--- src/rtl/ktc32_mmio_pkg.sv ---
// ============================================================================
// ktc32_mmio_pkg : shared address map, status bit layout and UART TX states
// Revision: 1.0
// ============================================================================
`default_nettype none

package ktc32_mmio_pkg;

   localparam logic [31:0] LED_ADDR         = 32'h0000_0054;
   localparam logic [31:0] UART_DATA_ADDR   = 32'h0000_0058;
   localparam logic [31:0] UART_STATUS_ADDR = 32'h0000_005C;

   localparam int STATUS_BUSY = 0;
   localparam int STATUS_FULL = 1;
   localparam int STATUS_OVF  = 2;

   typedef enum logic [1:0] {
      IDLE  = 2'd0,
      START = 2'd1,
      DATA  = 2'd2,
      STOP  = 2'd3
   } uart_tx_state_t;

endpackage

`default_nettype wire

--- src/rtl/uart_tx_fifo.sv ---
// ============================================================================
// uart_tx_fifo : flop-based byte FIFO; push ignored when full, pop when empty
// Revision: 1.0
// ============================================================================
`default_nettype none

module uart_tx_fifo #(
   parameter int WIDTH = 8,
   parameter int DEPTH = 4
) (
   input  logic             clk,
   input  logic             rst,
   input  logic             push,
   input  logic [WIDTH-1:0] din,
   input  logic             pop,
   output logic [WIDTH-1:0] dout,
   output logic             full,
   output logic             empty
);

   localparam int c_AW = $clog2(DEPTH);
   localparam logic [c_AW:0] c_FULL = DEPTH[c_AW:0];

   logic [WIDTH-1:0] r_mem [DEPTH];
   logic [c_AW-1:0]  r_wr_ptr;
   logic [c_AW-1:0]  r_rd_ptr;
   logic [c_AW:0]    r_count;
   logic             w_do_push;
   logic             w_do_pop;

   assign full      = (r_count == c_FULL);
   assign empty     = (r_count == '0);
   assign dout      = r_mem[r_rd_ptr];
   assign w_do_push = push && !full;
   assign w_do_pop  = pop && !empty;

   // Pointers wrap naturally because DEPTH is a power of two.
   always_ff @(posedge clk or posedge rst) begin
      if (rst) begin
         for (int i = 0; i < DEPTH; i++) begin
            r_mem[i] <= '0;
         end
         r_wr_ptr <= '0;
         r_rd_ptr <= '0;
         r_count  <= '0;
      end else begin
         if (w_do_push) begin
            r_mem[r_wr_ptr] <= din;
            r_wr_ptr        <= r_wr_ptr + 1'b1;
         end
         if (w_do_pop) begin
            r_rd_ptr <= r_rd_ptr + 1'b1;
         end
         if (w_do_push && !w_do_pop) begin
            r_count <= r_count + 1'b1;
         end else if (w_do_pop && !w_do_push) begin
            r_count <= r_count - 1'b1;
         end
      end
   end

endmodule

`default_nettype wire

--- src/rtl/mmio_uart_tx.sv ---
// ============================================================================
// mmio_uart_tx : memory-mapped 8N1 UART transmitter with byte FIFO and status
// Revision: 1.0
// ============================================================================
`default_nettype none

module mmio_uart_tx #(
   parameter int CLKS_PER_BIT = 104,
   parameter int FIFO_DEPTH   = 4
) (
   input  logic        clk,
   input  logic        reset,
   input  logic        memwrite,
   input  logic [31:0] addr,
   input  logic [31:0] wd,
   output logic [31:0] rd_data,
   output logic        hit,
   output logic        tx
);

   import ktc32_mmio_pkg::*;

   localparam logic [15:0] c_BAUD_LAST = 16'(CLKS_PER_BIT - 1);

   logic           w_sel_data;
   logic           w_sel_status;
   logic           w_push;
   logic           w_pop;
   logic           w_full;
   logic           w_empty;
   logic           w_busy;
   logic           w_baud_done;
   logic [7:0]     w_fifo_dout;
   logic           w_unused;

   uart_tx_state_t r_state;
   logic [15:0]    r_baud;
   logic [2:0]     r_bit;
   logic [7:0]     r_shift;
   logic           r_tx;
   logic           r_ovf;

   assign w_sel_data   = (addr == UART_DATA_ADDR);
   assign w_sel_status = (addr == UART_STATUS_ADDR);
   assign w_push       = memwrite && w_sel_data && !w_full;
   assign w_baud_done  = (r_baud == c_BAUD_LAST);
   assign w_pop        = !w_empty && ((r_state == IDLE) || ((r_state == STOP) && w_baud_done));
   assign w_busy       = !w_empty || (r_state != IDLE);
   assign w_unused     = ^wd[31:8];

   assign hit = w_sel_data || w_sel_status;
   assign tx  = r_tx;

   always_comb begin
      rd_data = '0;
      if (w_sel_status) begin
         rd_data[STATUS_BUSY] = w_busy;
         rd_data[STATUS_FULL] = w_full;
         rd_data[STATUS_OVF]  = r_ovf;
      end
   end

   uart_tx_fifo #(
      .WIDTH (8),
      .DEPTH (FIFO_DEPTH)
   ) u_fifo (
      .clk   (clk),
      .rst   (reset),
      .push  (w_push),
      .din   (wd[7:0]),
      .pop   (w_pop),
      .dout  (w_fifo_dout),
      .full  (w_full),
      .empty (w_empty)
   );

   // A fresh overflow outranks a same-edge software clear.
   always_ff @(posedge clk or posedge reset) begin
      if (reset) begin
         r_ovf <= 1'b0;
      end else if (memwrite && w_sel_data && w_full) begin
         r_ovf <= 1'b1;
      end else if (memwrite && w_sel_status && wd[STATUS_OVF]) begin
         r_ovf <= 1'b0;
      end
   end

   always_ff @(posedge clk or posedge reset) begin
      if (reset) begin
         r_state <= IDLE;
         r_baud  <= '0;
         r_bit   <= '0;
         r_shift <= '0;
         r_tx    <= 1'b1;
      end else begin
         case (r_state)
            IDLE: begin
               r_tx   <= 1'b1;
               r_baud <= '0;
               if (!w_empty) begin
                  r_shift <= w_fifo_dout;
                  r_state <= START;
                  r_tx    <= 1'b0;
               end
            end
            START: begin
               if (w_baud_done) begin
                  r_baud  <= '0;
                  r_bit   <= '0;
                  r_state <= DATA;
                  r_tx    <= r_shift[0];
               end else begin
                  r_baud <= r_baud + 16'd1;
               end
            end
            DATA: begin
               if (w_baud_done) begin
                  r_baud  <= '0;
                  r_shift <= {1'b0, r_shift[7:1]};
                  if (r_bit == 3'd7) begin
                     r_state <= STOP;
                     r_tx    <= 1'b1;
                  end else begin
                     r_bit <= r_bit + 3'd1;
                     r_tx  <= r_shift[1];
                  end
               end else begin
                  r_baud <= r_baud + 16'd1;
               end
            end
            STOP: begin
               if (w_baud_done) begin
                  r_baud <= '0;
                  // Chain straight into the next start bit when more data waits.
                  if (!w_empty) begin
                     r_shift <= w_fifo_dout;
                     r_state <= START;
                     r_tx    <= 1'b0;
                  end else begin
                     r_state <= IDLE;
                  end
               end else begin
                  r_baud <= r_baud + 16'd1;
               end
            end
            default: begin
               r_state <= IDLE;
               r_tx    <= 1'b1;
            end
         endcase
      end
   end

endmodule

`default_nettype wire

--- config.mk ---
export PLATFORM = sky130hd
export DESIGN_NAME = mmio_uart_tx
export DESIGN_NICKNAME = d
export VERILOG_FILES = /design/src/rtl/ktc32_mmio_pkg.sv /design/src/rtl/uart_tx_fifo.sv /design/src/rtl/mmio_uart_tx.sv
export SDC_FILE = /design/constraint.sdc
export NUM_CORES = 1
export LEC_CHECK = 0
export BUFFER_PORTS_ARGS = -buffer_cell sky130_fd_sc_hd__buf_4
export CORE_ASPECT_RATIO = 1.1
export CORE_UTILIZATION = 48
export CTS_CLUSTER_DIAMETER = 60
export DETAILED_ROUTE_END_ITERATION = 8
export HOLD_SLACK_MARGIN = 0.1
export PLACE_DENSITY = 0.77
export SYNTH_ARGS = -nofsm -noshare
export SYNTH_HDL_FRONTEND = slang
export SYNTH_SLANG_ARGS = --single-unit
--- constraint.sdc ---
create_clock -name clk -period 3.2 [get_ports clk]
set_clock_uncertainty 0.1 [all_clocks]
set_input_delay 0.96 -clock clk [delete_from_list [all_inputs] [get_ports clk]]
set_output_delay 0.96 -clock clk [all_outputs]
set_load 0.03 [all_outputs]
==> reports/metrics.csv <==
stage,metric,value,unit
critical_path,CP Data Required Time,2.14,ns
place,Port Buffers,47,
logic_synthesis,Cells after Synth,325,
sta,max-slew violation count,0,
sta,final setup margin,-0.00264,ns
drt,WL per Instance,14.3,um
logic_synthesis,synthesis-stage register bit count,70,
place,pre-CTS WS,-0.00702,ns
logic_synthesis,Post-Synth Adder-Cell Area,5.16,%
logic_synthesis,syn avg cell area,11.6,um^2
sta,Max Clk Rate,0.312,GHz
critical_path,kind of critical path,primary input to output pin,
drt,via count,2483,
drt,Routed Antenna Nets,0,
critical_path,critical path peak fanout,3,
global_routing,antenna violations before repair,0,
die,# rows,33,
pwr,Psw,428,uW
clocking,Root Buffer,clkbuf_8,
logic_synthesis,top_reg_cell synth,dfrtp_1,
die,Core ar.,7560,um^2
pwr,Clock Power Share,38.7,%
logic_synthesis,Simple-Gate Fraction of Synth Area,13.1,%
logic_synthesis,Synth top area share,45.7,%
critical_path,Worst Setup SP,addr[24],
logic_synthesis,largest area contributor in the synthesized netlist,dfrtp_1,
layout,Finished Layout Cells,492,
critical_path,critical path endpoint,rd_data[0],
logic_synthesis,largest cells by area after synthesis,"dfrtp_1 46%, mux2_2 10%, buf_4 6.0%",
pwr,combinational power share,7.2,%
die,initial core utilization,50.1,%
sta,minimum clock period,3.20,ns
clocking,"Reg clk slew, reported paths",0.07,ns
layout,Nets,464,
clocking,clk_lat worst skew,0.34,ns
clocking,CTS tree,built,
logic_synthesis,Post-Synth XOR/XNOR Area,4.63,%
layout,"Area growth, synth to finish",17.1,%
critical_path,Crit Reg-Reg Endpoint,u_fifo.r_count[1],
global_routing,grt total ovfl,0,
drt,Iteration-0 DRC Markers,69,
clocking,CTS Buf Count,9,
logic_synthesis,Post-synth EDFFs,0,
clocking,CTS max path bufs,2,
sta,Slew Limit Headroom,50.4,%
clocking,clk sinks,70,
die,Die Span X,86.6,um
status,failing checks,negative setup slack,
die,DIE AREA,8240,um^2
place,GPL Wtd Cong,0.751,
place,DP Area,4210,um^2
layout,most frequent cells in the layout,"69 x dfrtp_1, 57 x buf_4, 35 x mux2_2, 29 x conb_1, 26 x nor2_1",
die,Die Ht,95.1,um
logic_synthesis,largest family of logic cells by synthesized area,multiplexers,
drt,final wirelength,7.04,mm
place,Post-Place Cells,475,
sta,"Hold Vio Cnt, Final",0,
critical_path,R2R Setup Slk,0.30,ns
status,outcome,"finished, violations left",
pwr,Seq pwr share,54.1,%
run,Max Cap Viol,0,
sta,worst slew pin tran,0.744,ns
global_routing,Total GRT Usage,18.5,%
layout,fraction of layout cells with a size suffix above 1,37.0,%
drt,number of detailed-routing iterations run before antenna repair,4,
pwr,Pwr Density,369,nW/um^2
global_routing,number of global-route vias before repair,2524,
logic_synthesis,register area share after synthesis,46.3,%
critical_path,Worst EP arrival,2.14,ns
sta,period utilisation layout,100,%
logic_synthesis,YS warnings,0,
logic_synthesis,mapped cell area,3780,um^2
layout,Finished Cell Area,4430,um^2
critical_path,FF-to-FF Start,r_baud[7],
sta,Finish-stage setup viols,1,
logic_synthesis,mux contribution to synthesized area,17.4,%
hold_path,hold crit path type,flip-flop to flip-flop,
global_routing,first-pass GRT wire length,11.7,mm
drt,DRC Markers,0,
global_routing,largest net degree at the start of global routing,44,
critical_path,R2R depth,8,
layout,# diodes,0,
die,I/O pin count,101,
logic_synthesis,Synth cell types,53,
sta,final setup TNS,-0.00264,ns
pwr,P_leak,0.00211,uW
logic_synthesis,Synth async-reset ratio,100,%
pwr,Pint,1200,uW
critical_path,Startpoint Class,primary input,
drt,vias per cell,5.05,
pwr,switch share,26.2,%
pwr,Worst VDD drop,0.303,mV
place,dpl hpwl,5.03,mm
critical_path,CP Capture Type,output pin,
layout,"most common cell after layout, fill and taps aside",dfrtp_1,
clocking,H-tree levels,3,
logic_synthesis,Synth Area in Compound Gates,5.19,%
## stage by stage
step	hold slack, ns	util, %	total power (uW)
finish	0.374	58.6	1630
CTS	0.384	58.0	1650
global placement	0.351	55.7	1010
global route	0.411	58.6	1700
detailed placement	0.370	55.7	1010
floorplan	0.331	-	989
## area by class of cell
cell class | count | area, um^2
Clock buffer | 9 | 124
Multi-Input combinational cell | 234 | 1890
Fill cell | 643 | 3130
Inverter | 9 | 33.8
Clock inverter | 7 | 50.0
Timing Repair Buffer | 58 | 448
Sequential cell | 70 | 1750
Tap cell | 105 | 131
## worst max-delay path, stage by stage
cell     delay (ns)
buf_4          0.11
nor4_1         0.30
nand4_1        0.20
nor2_4         0.19
nand2_2        0.11
a21oi_2        0.11
buf_4          0.17
## synth_stat cells (2+ instances only)
master / count
dfrtp_1: 69
mux2_2: 35
buf_4: 30
nor2_1: 29
nand2_1: 18
ha_1: 14
xor2_1: 11
inv_1: 9
xnor2_1: 9
mux4_2: 8
mux2i_1: 7
o21ai_0: 7
a21oi_1: 6
buf_2: 6
nor4_1: 6
a22o_1: 5
and4_1: 4
clkbuf_1: 4
nand3_1: 4
nand4_1: 4
and3_1: 3
nor3_1: 3
o21ai_1: 3
and4_2: 2
## what timing repair did
| item | CTS | global route |
|---|---|---|
| resized for setup | 0 | 7 |
| endpoints found under the setup margin | 0 | 3 |
| hold buffers | 0 | 0 |
| setup buffers | 0 | 1 |
| endpoints found under the hold margin | 0 | 0 |
## how the worst min path moves through the flow
stage | slack [ns] | cells past startpoint | start | to
5_1_grt | 0.41 | 1 | r_baud[0] | r_baud[0]
6_report | 0.37 | 1 | r_baud[0] | r_baud[0]
3_5_place_dp | 0.37 | 2 | r_shift[3] | r_shift[3]
4_1_cts | 0.38 | 1 | r_baud[0] | r_baud[0]
2_1_floorplan | 0.33 | 1 | r_baud[0] | r_baud[0]
3_3_place_gp | 0.35 | 1 | r_baud[0] | r_baud[0]
## cells by family (layout without fill, tap and decap cells)
| logic type | count (synthesis) | after routing |
|---|---|---|
| AOI/OAI and AO/OA | 29 | 29 |
| xor gates and xnor gates | 20 | 20 |
| adders and majority gates | 15 | 15 |
| buffers and inverters | 49 | 83 |
| DFF | 70 | 70 |
| muxes | 51 | 51 |
| other | 1 | 29 |
| and+or+nand+nor | 90 | 90 |
## metal layers
layer	vias up	GRT usage [%]	share of wire, %	routed length, um
met5	-	0	0	0
met4	0	5.42	0.81	57
met3	5	4.42	2.6	182
met2	38	33.7	53	3740
met1	1236	21.8	44	3060
li1	1204	-	-	-
## flip-flops by register name, indices dropped and copies added, names as in the netlist
signal / count
u_fifo.r_wr_ptr: 2
tx: 1
u_fifo.r_rd_ptr: 2
r_shift: 8
r_state: 2
r_baud: 16
r_bit: 3
u_fifo.r_mem: 32
r_ovf: 1
u_fifo.r_count: 3
## power groups by stage
stage                     clock network [uW]  registers, uW  logic, uW
final                                    632            884        117
after global routing                     693            884        128
after CTS                                653            884        113
after detailed placement                   0            901        112
after global placement                     0            901        110
after floorplan                            0            901       88.0
Note: power is estimated with default switching activity, not from simulation.
